**src/rtl/msg_tx_queue.sv**
```systemverilog
// msg_tx_queue: DEPTH-entry message FIFO between the keypad controller and a
// UART transmitter. Letters arrive as single-cycle ready/data pulses. They
// leave one at a time through the transmit_ready / tx_ctrl / tx_byte
// handshake. With BATCH=1, only entries released by commit are sent.
//
// Ports
//   clk            system clock, rising edge
//   nRst           asynchronous active-low reset
//   ready, data    enqueue pulse and message
//   commit         release the current contents for sending (BATCH=1 only)
//   clear          flush the queue and clear overflow
//   transmit_ready UART idle / accept indicator
//   tx_ctrl        one-cycle start pulse to the UART
//   tx_byte        byte being sent, held until the next tx_ctrl
//   blue           high while entries are queued or a send is in flight
//   full           occupancy == DEPTH
//   overflow       sticky, set when a write was dropped
//   count          current occupancy

module msg_tx_queue #(
    parameter int WIDTH = 8,
    parameter int DEPTH = 4,
    parameter bit BATCH = 1'b0
) (
    input  logic                       clk,
    input  logic                       nRst,
    input  logic                       ready,
    input  logic [WIDTH-1:0]           data,
    input  logic                       commit,
    input  logic                       clear,
    input  logic                       transmit_ready,
    output logic                       tx_ctrl,
    output logic [WIDTH-1:0]           tx_byte,
    output logic                       blue,
    output logic                       full,
    output logic                       overflow,
    output logic [$clog2(DEPTH+1)-1:0] count
);

    // state   | meaning
    // IDLE    | waiting for a sendable entry and an idle UART
    // SEND    | tx_ctrl high for one cycle, head entry popped
    // WAIT_LO | waiting for the UART to drop transmit_ready
    // WAIT_HI | waiting for the UART to raise transmit_ready again

    localparam int PTR_W = $clog2(DEPTH);
    localparam int CNT_W = $clog2(DEPTH + 1);
    localparam logic [PTR_W-1:0] PTR_ONE = PTR_W'(1);
    localparam logic [CNT_W-1:0] CNT_ONE = CNT_W'(1);
    localparam logic [CNT_W-1:0] CNT_MAX = CNT_W'(DEPTH);

    typedef enum logic [1:0] {IDLE, SEND, WAIT_LO, WAIT_HI} state_t;

    state_t           state_q;
    logic             tx_ctrl_q;
    logic [WIDTH-1:0] tx_byte_q;

    logic [WIDTH-1:0] mem_q [DEPTH];
    logic [PTR_W-1:0] wr_ptr_q, wr_ptr_d;
    logic [PTR_W-1:0] rd_ptr_q, rd_ptr_d;
    logic [CNT_W-1:0] count_q, count_d;
    logic [CNT_W-1:0] budget_q, budget_d;
    logic             overflow_q, overflow_d;

    logic             pop;
    logic             push;
    logic             drop;
    logic [CNT_W-1:0] budget_eff;

    // A clear landing on the IDLE->SEND edge empties the queue before the
    // SEND cycle, so the pop is qualified by a non-empty count.
    assign pop  = (state_q == SEND) && (count_q != '0);
    assign push = ready && !clear && ((count_q != CNT_MAX) || pop);
    assign drop = ready && !clear && !push;

    // Streaming mode sends whatever is queued.
    assign budget_eff = BATCH ? budget_q : count_q;

    always_comb begin
        wr_ptr_d   = wr_ptr_q;
        rd_ptr_d   = rd_ptr_q;
        count_d    = count_q;
        budget_d   = budget_q;
        overflow_d = overflow_q;
        if (clear) begin
            wr_ptr_d   = '0;
            rd_ptr_d   = '0;
            count_d    = '0;
            budget_d   = '0;
            overflow_d = 1'b0;
        end else begin
            if (push) begin
                wr_ptr_d = wr_ptr_q + PTR_ONE;
            end
            if (pop) begin
                rd_ptr_d = rd_ptr_q + PTR_ONE;
            end
            case ({push, pop})
                2'b10:   count_d = count_q + CNT_ONE;
                2'b01:   count_d = count_q - CNT_ONE;
                default: count_d = count_q;
            endcase
            if (drop) begin
                overflow_d = 1'b1;
            end
            // commit sees the occupancy after this cycle's write and pop
            if (BATCH && commit) begin
                budget_d = count_d;
            end else if (pop && (budget_q != '0)) begin
                budget_d = budget_q - CNT_ONE;
            end
        end
    end

    always_ff @(posedge clk or negedge nRst) begin
        if (!nRst) begin
            wr_ptr_q   <= '0;
            rd_ptr_q   <= '0;
            count_q    <= '0;
            budget_q   <= '0;
            overflow_q <= 1'b0;
        end else begin
            wr_ptr_q   <= wr_ptr_d;
            rd_ptr_q   <= rd_ptr_d;
            count_q    <= count_d;
            budget_q   <= budget_d;
            overflow_q <= overflow_d;
        end
    end

    // Storage needs no reset; occupancy is tracked by count_q.
    always_ff @(posedge clk) begin
        if (push) begin
            mem_q[wr_ptr_q] <= data;
        end
    end

    // tx_byte is loaded on the edge entering SEND so it is valid together
    // with tx_ctrl; the head is popped on the edge leaving SEND.
    always_ff @(posedge clk or negedge nRst) begin
        if (!nRst) begin
            state_q   <= IDLE;
            tx_ctrl_q <= 1'b0;
            tx_byte_q <= '0;
        end else begin
            tx_ctrl_q <= 1'b0;
            case (state_q)
                IDLE: begin
                    if ((count_q != '0) && (budget_eff != '0) && transmit_ready) begin
                        state_q   <= SEND;
                        tx_ctrl_q <= 1'b1;
                        tx_byte_q <= mem_q[rd_ptr_q];
                    end
                end
                SEND: begin
                    state_q <= WAIT_LO;
                end
                WAIT_LO: begin
                    if (!transmit_ready) begin
                        state_q <= WAIT_HI;
                    end
                end
                WAIT_HI: begin
                    if (transmit_ready) begin
                        state_q <= IDLE;
                    end
                end
                default: begin
                    state_q <= IDLE;
                end
            endcase
        end
    end

    assign tx_ctrl  = tx_ctrl_q;
    assign tx_byte  = tx_byte_q;
    assign overflow = overflow_q;
    assign count    = count_q;
    assign full     = (count_q == CNT_MAX);
    assign blue     = (count_q != '0) || (state_q != IDLE);

endmodule

```
**config.mk**
```make
export PLATFORM = sky130hd
export DESIGN_NAME = msg_tx_queue
export DESIGN_NICKNAME = d
export VERILOG_FILES = /design/src/rtl/msg_tx_queue.sv
export SDC_FILE = /design/constraint.sdc
export NUM_CORES = 1
export LEC_CHECK = 0
export BUFFER_PORTS_ARGS = -buffer_cell sky130_fd_sc_hd__buf_2
export CAP_MARGIN = 20
export CORE_MARGIN = 2
export CORE_UTILIZATION = 56
export DETAILED_ROUTE_END_ITERATION = 8
export MAX_ROUTING_LAYER = met4
export PLACE_DENSITY_LB_ADDON = 0.15
export SKIP_LAST_GASP = 1
export SLEW_MARGIN = 5
export SYNTH_ARGS = -nofsm -noshare
export SYNTH_HDL_FRONTEND = slang
export SYNTH_SLANG_ARGS = --single-unit
```
**constraint.sdc**
```tcl
create_clock -name clk -period 2.4 [get_ports clk]
set_input_delay 0.12 -clock clk [delete_from_list [all_inputs] [get_ports clk]]
set_output_delay 0.12 -clock clk [all_outputs]
set_load 0.005 [all_outputs]
```
Word-level counts from Yosys, hierarchy flattened

Memory sizes are Yosys's and may differ from the RTL's. A register that Yosys moved wholly into a read port is not among the register bits.
Cells that the tools add are included.
W data, S select, Z words.

Flip-flop bits (word level): 11
RAM bits: 32
Input port bits: 14
Output and inout bits: 15
Word-level logic and storage cells: 56
Memories: 1

Memories:

| memory | words | width | read ports | clocked after Yosys merged registers in | wr ports | RTL line | source |
|---|---|---|---|---|---|---|---|
| mem_q  | 4     | 8     | 1          | 1                                       | 1        | 58       | `logic [WIDTH-1:0] mem_q [DEPTH];` |

$add $sub $neg: 4
Equality and inequality tests: 10
Mux-type cells: 16
Reductions and logical operators: 19

Operators by type and width:

| operator              | count |
|---|---|
| $mux W2               | 7 |
| $pmux W2 S4           | 1 |
| $reduce_bool A2 Y1    | 4 |
| $eq A2 B2 Y1 const B  | 3 |
| $mux W1               | 6 |
| $ne A2 B2 Y1 const B  | 3 |
| $pmux W3 S2           | 1 |
| $reduce_bool A3 Y1    | 2 |
| $logic_and A1 B1 Y1   | 5 |
| $add A2 B1 Y2 const B | 2 |
| $eq A2 B1 Y1 const B  | 2 |
| $add A3 B1 Y3 const B | 1 |
| $eq A3 B3 Y1 const B  | 1 |
| $logic_not A1 Y1      | 3 |
| $mux W3               | 1 |
| $ne A3 B3 Y1 const B  | 1 |
| $reduce_and A3 Y1     | 1 |
| $sub A3 B1 Y3 const B | 1 |
| $logic_not A2 Y1      | 1 |
| $logic_or A1 B1 Y1    | 2 |
| $reduce_and A2 Y1     | 1 |

Longest topological paths before layout

Gate-level depths: netlist of run 1.

Depth after elaboration: 8
Depth in mapped cells: 8
Gate-level depth less buffers: 8

Worst setup path before layout of run 1

No wires, ideal clock.

Path type: register to register
From: reg count_q[0] (netlist: count[0])
To: reg count_q[2] (netlist: count[2])
Setup time: 128 ps
Arrival time: 1,879 ps
Data required time: 2,272 ps
Path slack: 394 ps
Cell stages (with the launch flop): 7
Path buffers: 0
Cells stage by stage: dfrtp_1 -> o31ai_4 -> a21oi_1 -> fa_1 -> nor3_1 -> a31oi_1 -> mux2_1

Word-level cells in the longest chain between the ends: 7
Elaborated cells on any way between the ends: 12
Those cells by class: 2 x add/sub; 3 x eq/ne; 2 x mux; 5 x reduce/logical

RTL lines:

| what                                                | RTL line | source |
|---|---|---|
| start, declared                                     | 61       | `logic [CNT_W-1:0] count_q, count_d;` |
| start signal, assigned                              | 125      | `count_q <= count_d;` |
| $reduce_bool A3 Y1                                  | 72       | `assign pop = (state_q == SEND) && (count_q != '0);` |
| $logic_and A1 B1 Y1                                 | 72       |  |
| $logic_or A1 B1 Y1                                  | 73       | `assign push = ready && !clear && ((count_q != CNT_MAX) \|\| pop);` |
| $logic_and A1 B1 Y1                                 | 73       |  |
| $eq A2 B1 Y1 / $eq A2 B2 Y1 (equally long branches) | 98       | `case ({push, pop})` |
| $pmux W3 S2                                         | 98       |  |
| $mux W3                                             | 85       | `if (clear) begin` |

Several ways; a longest one is shown, not always the timed one.
A chain may end at the register's enable or synchronous reset.

Worst setup path in the final report of run 1

Ends and elaborated chain as after synthesis.

==> results of run 1 <==
[synth_stat cells]
| master | instances |
|---|---|
| inv_1 | 8 |
| nor3_1 | 3 |
| fa_1 | 1 |
| nand3b_2 | 1 |
| buf_1 | 1 |
| nand2_1 | 8 |
| nor3b_4 | 1 |
| nand2b_1 | 1 |
| a21oi_1 | 1 |
| and2_1 | 4 |
| mux4_2 | 8 |
| ha_1 | 8 |
| o31ai_4 | 1 |
| xor2_1 | 1 |
| a221oi_1 | 1 |
| mux2_1 | 2 |
| a31oi_1 | 2 |
| a21oi_4 | 1 |
| o21ai_0 | 3 |
| nor2_1 | 7 |
| mux2_2 | 8 |
| xnor2_1 | 1 |
| nand3_1 | 1 |
| nor2b_1 | 3 |
| o31ai_1 | 2 |
| mux2i_1 | 2 |
| a21oi_2 | 1 |
| dfrtp_1 | 19 |
| edfxtp_1 | 32 |
| buf_2 | 2 |
[flip-flops by register name, summed over array words and instances (netlist names)]
register and cells:
count 3, tx_ctrl 1, wr_ptr_q 2, overflow 1, state_q 2, rd_ptr_q 2
tx_byte 8, mem_q 32
[per-stage QoR]
step           utilization, %  power (W)
6_report                 67.2    0.00219
5_1_grt                  67.2    0.00232
4_1_cts                  67.2    0.00222
3_3_place_gp             64.0    0.00160
3_5_place_dp             64.0    0.00164
2_1_floorplan               -    0.00145
[metal layers]
metal  wire length (microns)  global-route usage [%]  up-vias
li1                        -                       -      560
met1                    1560                    24.8      604
met2                    1940                    33.3       25
met3                     131                    4.56        3
met4                      19                    5.36        0
met5                       0                       -        -
[power groups by stage]
stage / combinational [W] / clock [W] / sequential (W)
floorplan: 0.000303 / 0 / 0.00115
global placement: 0.000441 / 0 / 0.00116
detailed placement: 0.000472 / 0 / 0.00117
CTS: 0.000477 / 0.000591 / 0.00115
global route: 0.000535 / 0.000621 / 0.00116
finish: 0.000470 / 0.000577 / 0.00115
[worst max-delay path by stage]
stage                            from               endpoint  slack, ps  depth (start not counted)
2_1_floorplan    count[0]$_DFFE_PN0P_   count[2]$_DFFE_PN0P_        390                          6
3_3_place_gp     count[0]$_DFFE_PN0P_   count[2]$_DFFE_PN0P_        480                          6
3_5_place_dp   state_q[1]$_DFFE_PN0P_  mem_q[3][1]$_DFFE_PP_        410                          5
4_1_cts        state_q[1]$_DFFE_PN0P_  mem_q[3][5]$_DFFE_PP_        410                          5
5_1_grt        state_q[1]$_DFFE_PN0P_  mem_q[1][5]$_DFFE_PP_        300                          5
6_report         count[0]$_DFFE_PN0P_   count[2]$_DFFE_PN0P_        410                          6
[repair_timing]
item,in CTS,in global routing
hold endpoints to repair,19,0
endpoints found under the setup margin,0,0
hold buffers,1,0
[layout make-up]
type / instances / area [sq um] / share of cell area [%]
Clock buffer: 6 / 72.6 / 2.90
Clock inverter: 2 / 37.5 / 1.50
Inverter: 8 / 30.0 / 1.20
Multi-Input combinational cell: 72 / 709 / 28.4
Sequential cell: 51 / 1440 / 57.5
Tap cell: 48 / 60.1 / 2.40
Timing Repair Buffer: 29 / 153 / 6.11
[kinds of logic (layout without fill, tap and decap cells)]
| logic type | Yosys count | count (layout) |
|---|---|---|
| compound gates | 12 | 12 |
| flops | 51 | 51 |
| fa+ha+maj | 9 | 9 |
| xor+xnor | 2 | 2 |
| buf+inv | 11 | 45 |
| mux | 20 | 20 |
| simple gates | 29 | 29 |
==> impl_metrics.csv, run 1 <==
group,metric,value,unit
global_routing,grt.total_usage,19.9,%
hold_path,hold_class,"primary input to register",
pwr,p_sw_share,26.4,%
logic_synthesis,avgSynthCellArea,16.3,sq um
worst_setup_path,slowest_delay,520,ps
drt,vias,1192,
worst_setup_path,critPathKind,"register to register",
logic_synthesis,yosys.area_share.adder,5.49,%
cts,ctsHtreeMaxLevel,2,
final_layout,mostFrequentLayoutCells,"edfxtp_1 (32), buf_2 (27), dfrtp_1 (19)",
global_routing,overflow,0,
sta,setup_tns,0,ps
final_layout,syn_to_final_growth,14.1,%
pwr,p_per_area,878,mW/mm^2
sta,fin_skew,8.32,ps
pwr,p_seq_share,52.3,%
cts,clock_latency,300,ps
final_layout,fillerInstances,268,
final_layout,layout_commonest_cell,"edfxtp_1",
worst_setup_path,startpoint_type,"register",
worst_setup_path,ff2ff_path_depth,6,
pwr,clkPwrFrac,26.3,%
place,place_area,0.00238,sq mm
place,dp.final_hpwl,2530,microns
worst_setup_path,critPathRequiredTime,2590,ps
drt,drt_first_pass_iters,4,
sta,slew_viol_final,0,
drt,routedWlPerCell,16.9,microns
cts,ctsResizeCount,0,
global_routing,grt_pass1_wl,5990,microns
pwr,ir_worst_vdd,0.411,mV
worst_setup_path,reg2reg_slack,410,ps
sta,holdWs,31.0,ps
drt,drc,0,
drt,via_per_inst,5.52,
hold_path,hold_path_depth,1,
pwr,power.net_switching,0.000579,W
hold_path,worstHoldStart,"data[3]",
logic_synthesis,syn-num-nets,157,
sta,slew_headroom,59.5,%
final_layout,nets,190,
cts,root_buffer,"clkbuf_8",
die,dieArea,0.00443,sq mm
worst_setup_path,path_max_fanout,8,
sta,setup_ws,409,ps
logic_synthesis,synth-compound-area-share,4.69,%
worst_setup_path,crit_path_top_delay_cell,"dfrtp_1",
cts,clk_pin_slew,90,ps
worst_setup_path,crit_family,"flip-flops",
pwr,internal-power,0.00161,W
logic_synthesis,synth_top_area_cell,"edfxtp_1",
pwr,p_leak,1.00,nW
logic_synthesis,yosysSeqAreaShare,65.6,%
global_routing,grt_pass1_vias,1214,
worst_setup_path,crit_buf_inv,0,
logic_synthesis,muxShareOfSynthArea,14.3,%
pwr,combPwrFrac,21.4,%
global_routing,antenna_found_initial,0,
drt,ant_nets,0,
logic_synthesis,yosys.area_share.xor_xnor,0.800,%
final_layout,stdcell_area,0.00250,sq mm
place,dp_slack,413,ps
cts,clk_path_buf_depth,2,
run,maxCapViolCount,0,
global_routing,grt_max_degree,20,
sta,fmax,502,MHz
run_status,status,"finished, final reports clean",
cts,clock-sinks,51,
sta,setup_viol,0,
logic_synthesis,netlist.area_leader.share,43.9,%
logic_synthesis,synth_area_leaders,"edfxtp_1 (44%), dfrtp_1 (22%), mux4_2 (8.2%)",
die,ios,29,
place,port_buffers,27,
die,initial_utilization,58.9,%
die,die_x,66.5,microns
logic_synthesis,ys_ff_latch,51,
sta,worst_slew_pin_slew,608,ps
logic_synthesis,yosysWarnings,0,
worst_setup_path,crit_chain,"o31ai_4 > a21oi_1 > fa_1 > nor3_1 > a31oi_1 > mux2_1",
sta,hold_violations,0,
drt,wirelength,3650,microns
sta,period_minus_slack,1990,ps
place,gp_congestion,0.730,
drt,first_iter_violations,66,
logic_synthesis,synth_cell_types,30,
worst_setup_path,reg2reg_to,"count[2]$_DFFE_PN0P_",
place,dp.cells,207,
logic_synthesis,synthSimpleGateAreaFrac,7.14,%
sta,rsz0062_at_grt,"false",
hold_path,whs_endpoint,"mem_q[3][3]$_DFFE_PP_",
cts,cts_tree,"done",
worst_setup_path,cp.arrival,2180,ps
die,die-height,66.5,microns
die,core,0.00372,sq mm
die,std_cell_rows,22,
logic_synthesis,synthCells,134,
final_layout,drive_gt1_share,33.3,%
worst_setup_path,reg2reg_from,"count[0]$_DFFE_PN0P_",
cts,post_cts_buffers,0,
worst_setup_path,critPathCaptureType,"register",
cts,cts_buffers,5,
sta,min_period_over_period,83.0,%
final_layout,fin_cells,216,
logic_synthesis,synth_top_family_by_area,"multiplexers",
logic_synthesis,syn_area,0.00219,sq mm
final_layout,diodes,0,
No activity file was read; power rests on OpenSTA's default activity.
==> run 2: changes to the inputs <==
Settings changed: CORE_UTILIZATION 56 to 51.
Clock period 2.4 ns to 1.7 ns, I/O delays scaled along.
==> impl_metrics.csv, run 2 (synthesized netlist as in run 1, its figures left out) <==
group,metric,value,unit
worst_setup_path,critPathRequiredTime,1880,ps
drt,routedWlPerCell,16.5,microns
pwr,p_per_area,1190,mW/mm^2
global_routing,overflow,0,
cts,clk_path_buf_depth,2,
sta,setup_tns,-19.7,ps
global_routing,antenna_found_initial,0,
final_layout,drive_gt1_share,44.6,%
die,core,0.00406,sq mm
place,dp.final_hpwl,2790,microns
worst_setup_path,ff2ff_path_depth,5,
place,gp_congestion,0.811,
drt,wirelength,4010,microns
sta,slew_viol_final,0,
drt,drt_first_pass_iters,4,
final_layout,layout_commonest_cell,"edfxtp_1",
global_routing,grt.total_usage,19.0,%
run,maxCapViolCount,0,
final_layout,mostFrequentLayoutCells,"edfxtp_1 (32), buf_2 (27), buf_4 (17)",
drt,via_per_inst,5.34,
sta,rsz0062_at_grt,"true",
cts,clock-sinks,51,
sta,min_period_over_period,101,%
run_status,status,"complete, but fails checks",
drt,vias,1298,
cts,root_buffer,"clkbuf_8",
final_layout,nets,215,
final_layout,top_register,"mem_q",
sta,slew_headroom,68.3,%
die,die_x,69.5,microns
cts,ctsHtreeMaxLevel,2,
cts,clock_latency,300,ps
final_layout,diodes,0,
pwr,ir_worst_vdd,0.510,mV
sta,setup_ws,-19.7,ps
place,place_area,0.00254,sq mm
worst_setup_path,startpoint_type,"register",
sta,worst_slew_pin_slew,476,ps
run_status,violations,"negative setup slack",
sta,fmax,581,MHz
hold_path,hold_path_depth,1,
final_layout,syn_to_final_growth,27.2,%
worst_setup_path,cp.arrival,1900,ps
place,port_buffers,27,
hold_path,hold_class,"primary input to register",
worst_setup_path,crit_chain,"o31ai_4 > a21oi_2 > fa_2 > a31oi_1 > mux2_1",
worst_setup_path,critPathKind,"register to register",
cts,cts_buffers,5,
sta,setup_viol,1,
worst_setup_path,critPathCaptureType,"register",
sta,hold_violations,0,
die,std_cell_rows,23,
place,dp.cells,226,
final_layout,largest_reg_flops,32,
worst_setup_path,slowest_delay,430,ps
sta,holdWs,18.6,ps
drt,ant_nets,0,
final_layout,stdcell_area,0.00279,sq mm
die,dieArea,0.00483,sq mm
global_routing,grt_pass1_wl,6590,microns
sta,fin_skew,8.77,ps
sta,period_minus_slack,1720,ps
worst_setup_path,path_max_fanout,2,
worst_setup_path,crit_path_top_delay_cell,"dfrtp_2",
drt,first_iter_violations,102,
global_routing,grt_pass1_vias,1331,
pwr,p_leak,1.14,nW
die,initial_utilization,54.0,%
worst_setup_path,reg2reg_slack,-20,ps
global_routing,grt_max_degree,20,
cts,clk_pin_slew,80,ps
die,ios,29,
drt,drc,0,
cts,cts_tree,"done",
final_layout,fin_cells,243,
die,die-height,69.5,microns
-- run 2: cell types whose count changed in the layout (fill, tap and decap cells not counted), sizes merged --
cell,change
buf,+18
dlygate4sd3,+7
-- run 2: worst paths after layout --
path | endpoint | startpoint
max | count[2]$_DFFE_PN0P_ | count[0]$_DFFE_PN0P_
min | mem_q[0][2]$_DFFE_PP_ | data[2]
max in group asynchronous | count[2]$_DFFE_PN0P_ | nRst
max reg2reg | count[2]$_DFFE_PN0P_ | count[0]$_DFFE_PN0P_
min reg2reg | tx_byte[7]$_DFFE_PN0P_ | tx_byte[7]$_DFFE_PN0P_
min in group asynchronous | wr_ptr_q[1]$_DFFE_PN0P_ | nRst
-- run 2: timing repair --
action | CTS | global route
pin swaps | 3 | 3
resized for setup | 4 | 5
hold endpoints to repair | 47 | 0
hold buffers | 8 | 0
setup endpoints to repair | 9 | 18
setup buffers | 1 | 0
-- run 2: final cells by class --
type | instances | area, sq um
inverters | 8 | 30.0
clock inverters | 2 | 37.5
clock buffers | 6 | 72.6
repair buffers | 54 | 383
multi-input cells | 72 | 759
fillers | 282 | 1270
flip-flops and latches | 51 | 1440
well taps | 50 | 62.6
-- run 2: worst max-delay path, delay by kind of cell, from the launching register on --
family | cells | cell delay [ps]
AO/OA/AOI/OAI | 3 | 480
flip-flops | 1 | 430
adder cells (fa/ha/maj) | 1 | 350
multiplexers | 1 | 340
-- run 2: routing by layer --
metal / track usage (%) / vias to the layer above / share of wire (%)
li1: - / 611 / -
met1: 23.8 / 661 / 42
met2: 29.8 / 24 / 53
met3: 5.67 / 2 / 4.0
met4: 6.32 / 0 / 0.70
met5: - / - / 0
-- run 2: metrics by stage --
stage          setup WS (ps)  utilization (%)  total power [W]
2_1_floorplan           -203                -          0.00206
3_3_place_gp           -40.4             62.7          0.00239
3_5_place_dp            -119             62.7          0.00244
4_1_cts                -64.3             68.2          0.00331
5_1_grt                -72.5             68.6          0.00350
6_report               -19.7             68.6          0.00331
-- run 2: where the power goes --
group          total [W]  switching [W]  leakage, nW  internal [W]
Combinational   0.000909       0.000419        0.557      0.000490
Sequential       0.00158      0.0000879        0.530       0.00149
Clock           0.000815       0.000376       0.0514      0.000439
Total            0.00331       0.000883         1.14       0.00242
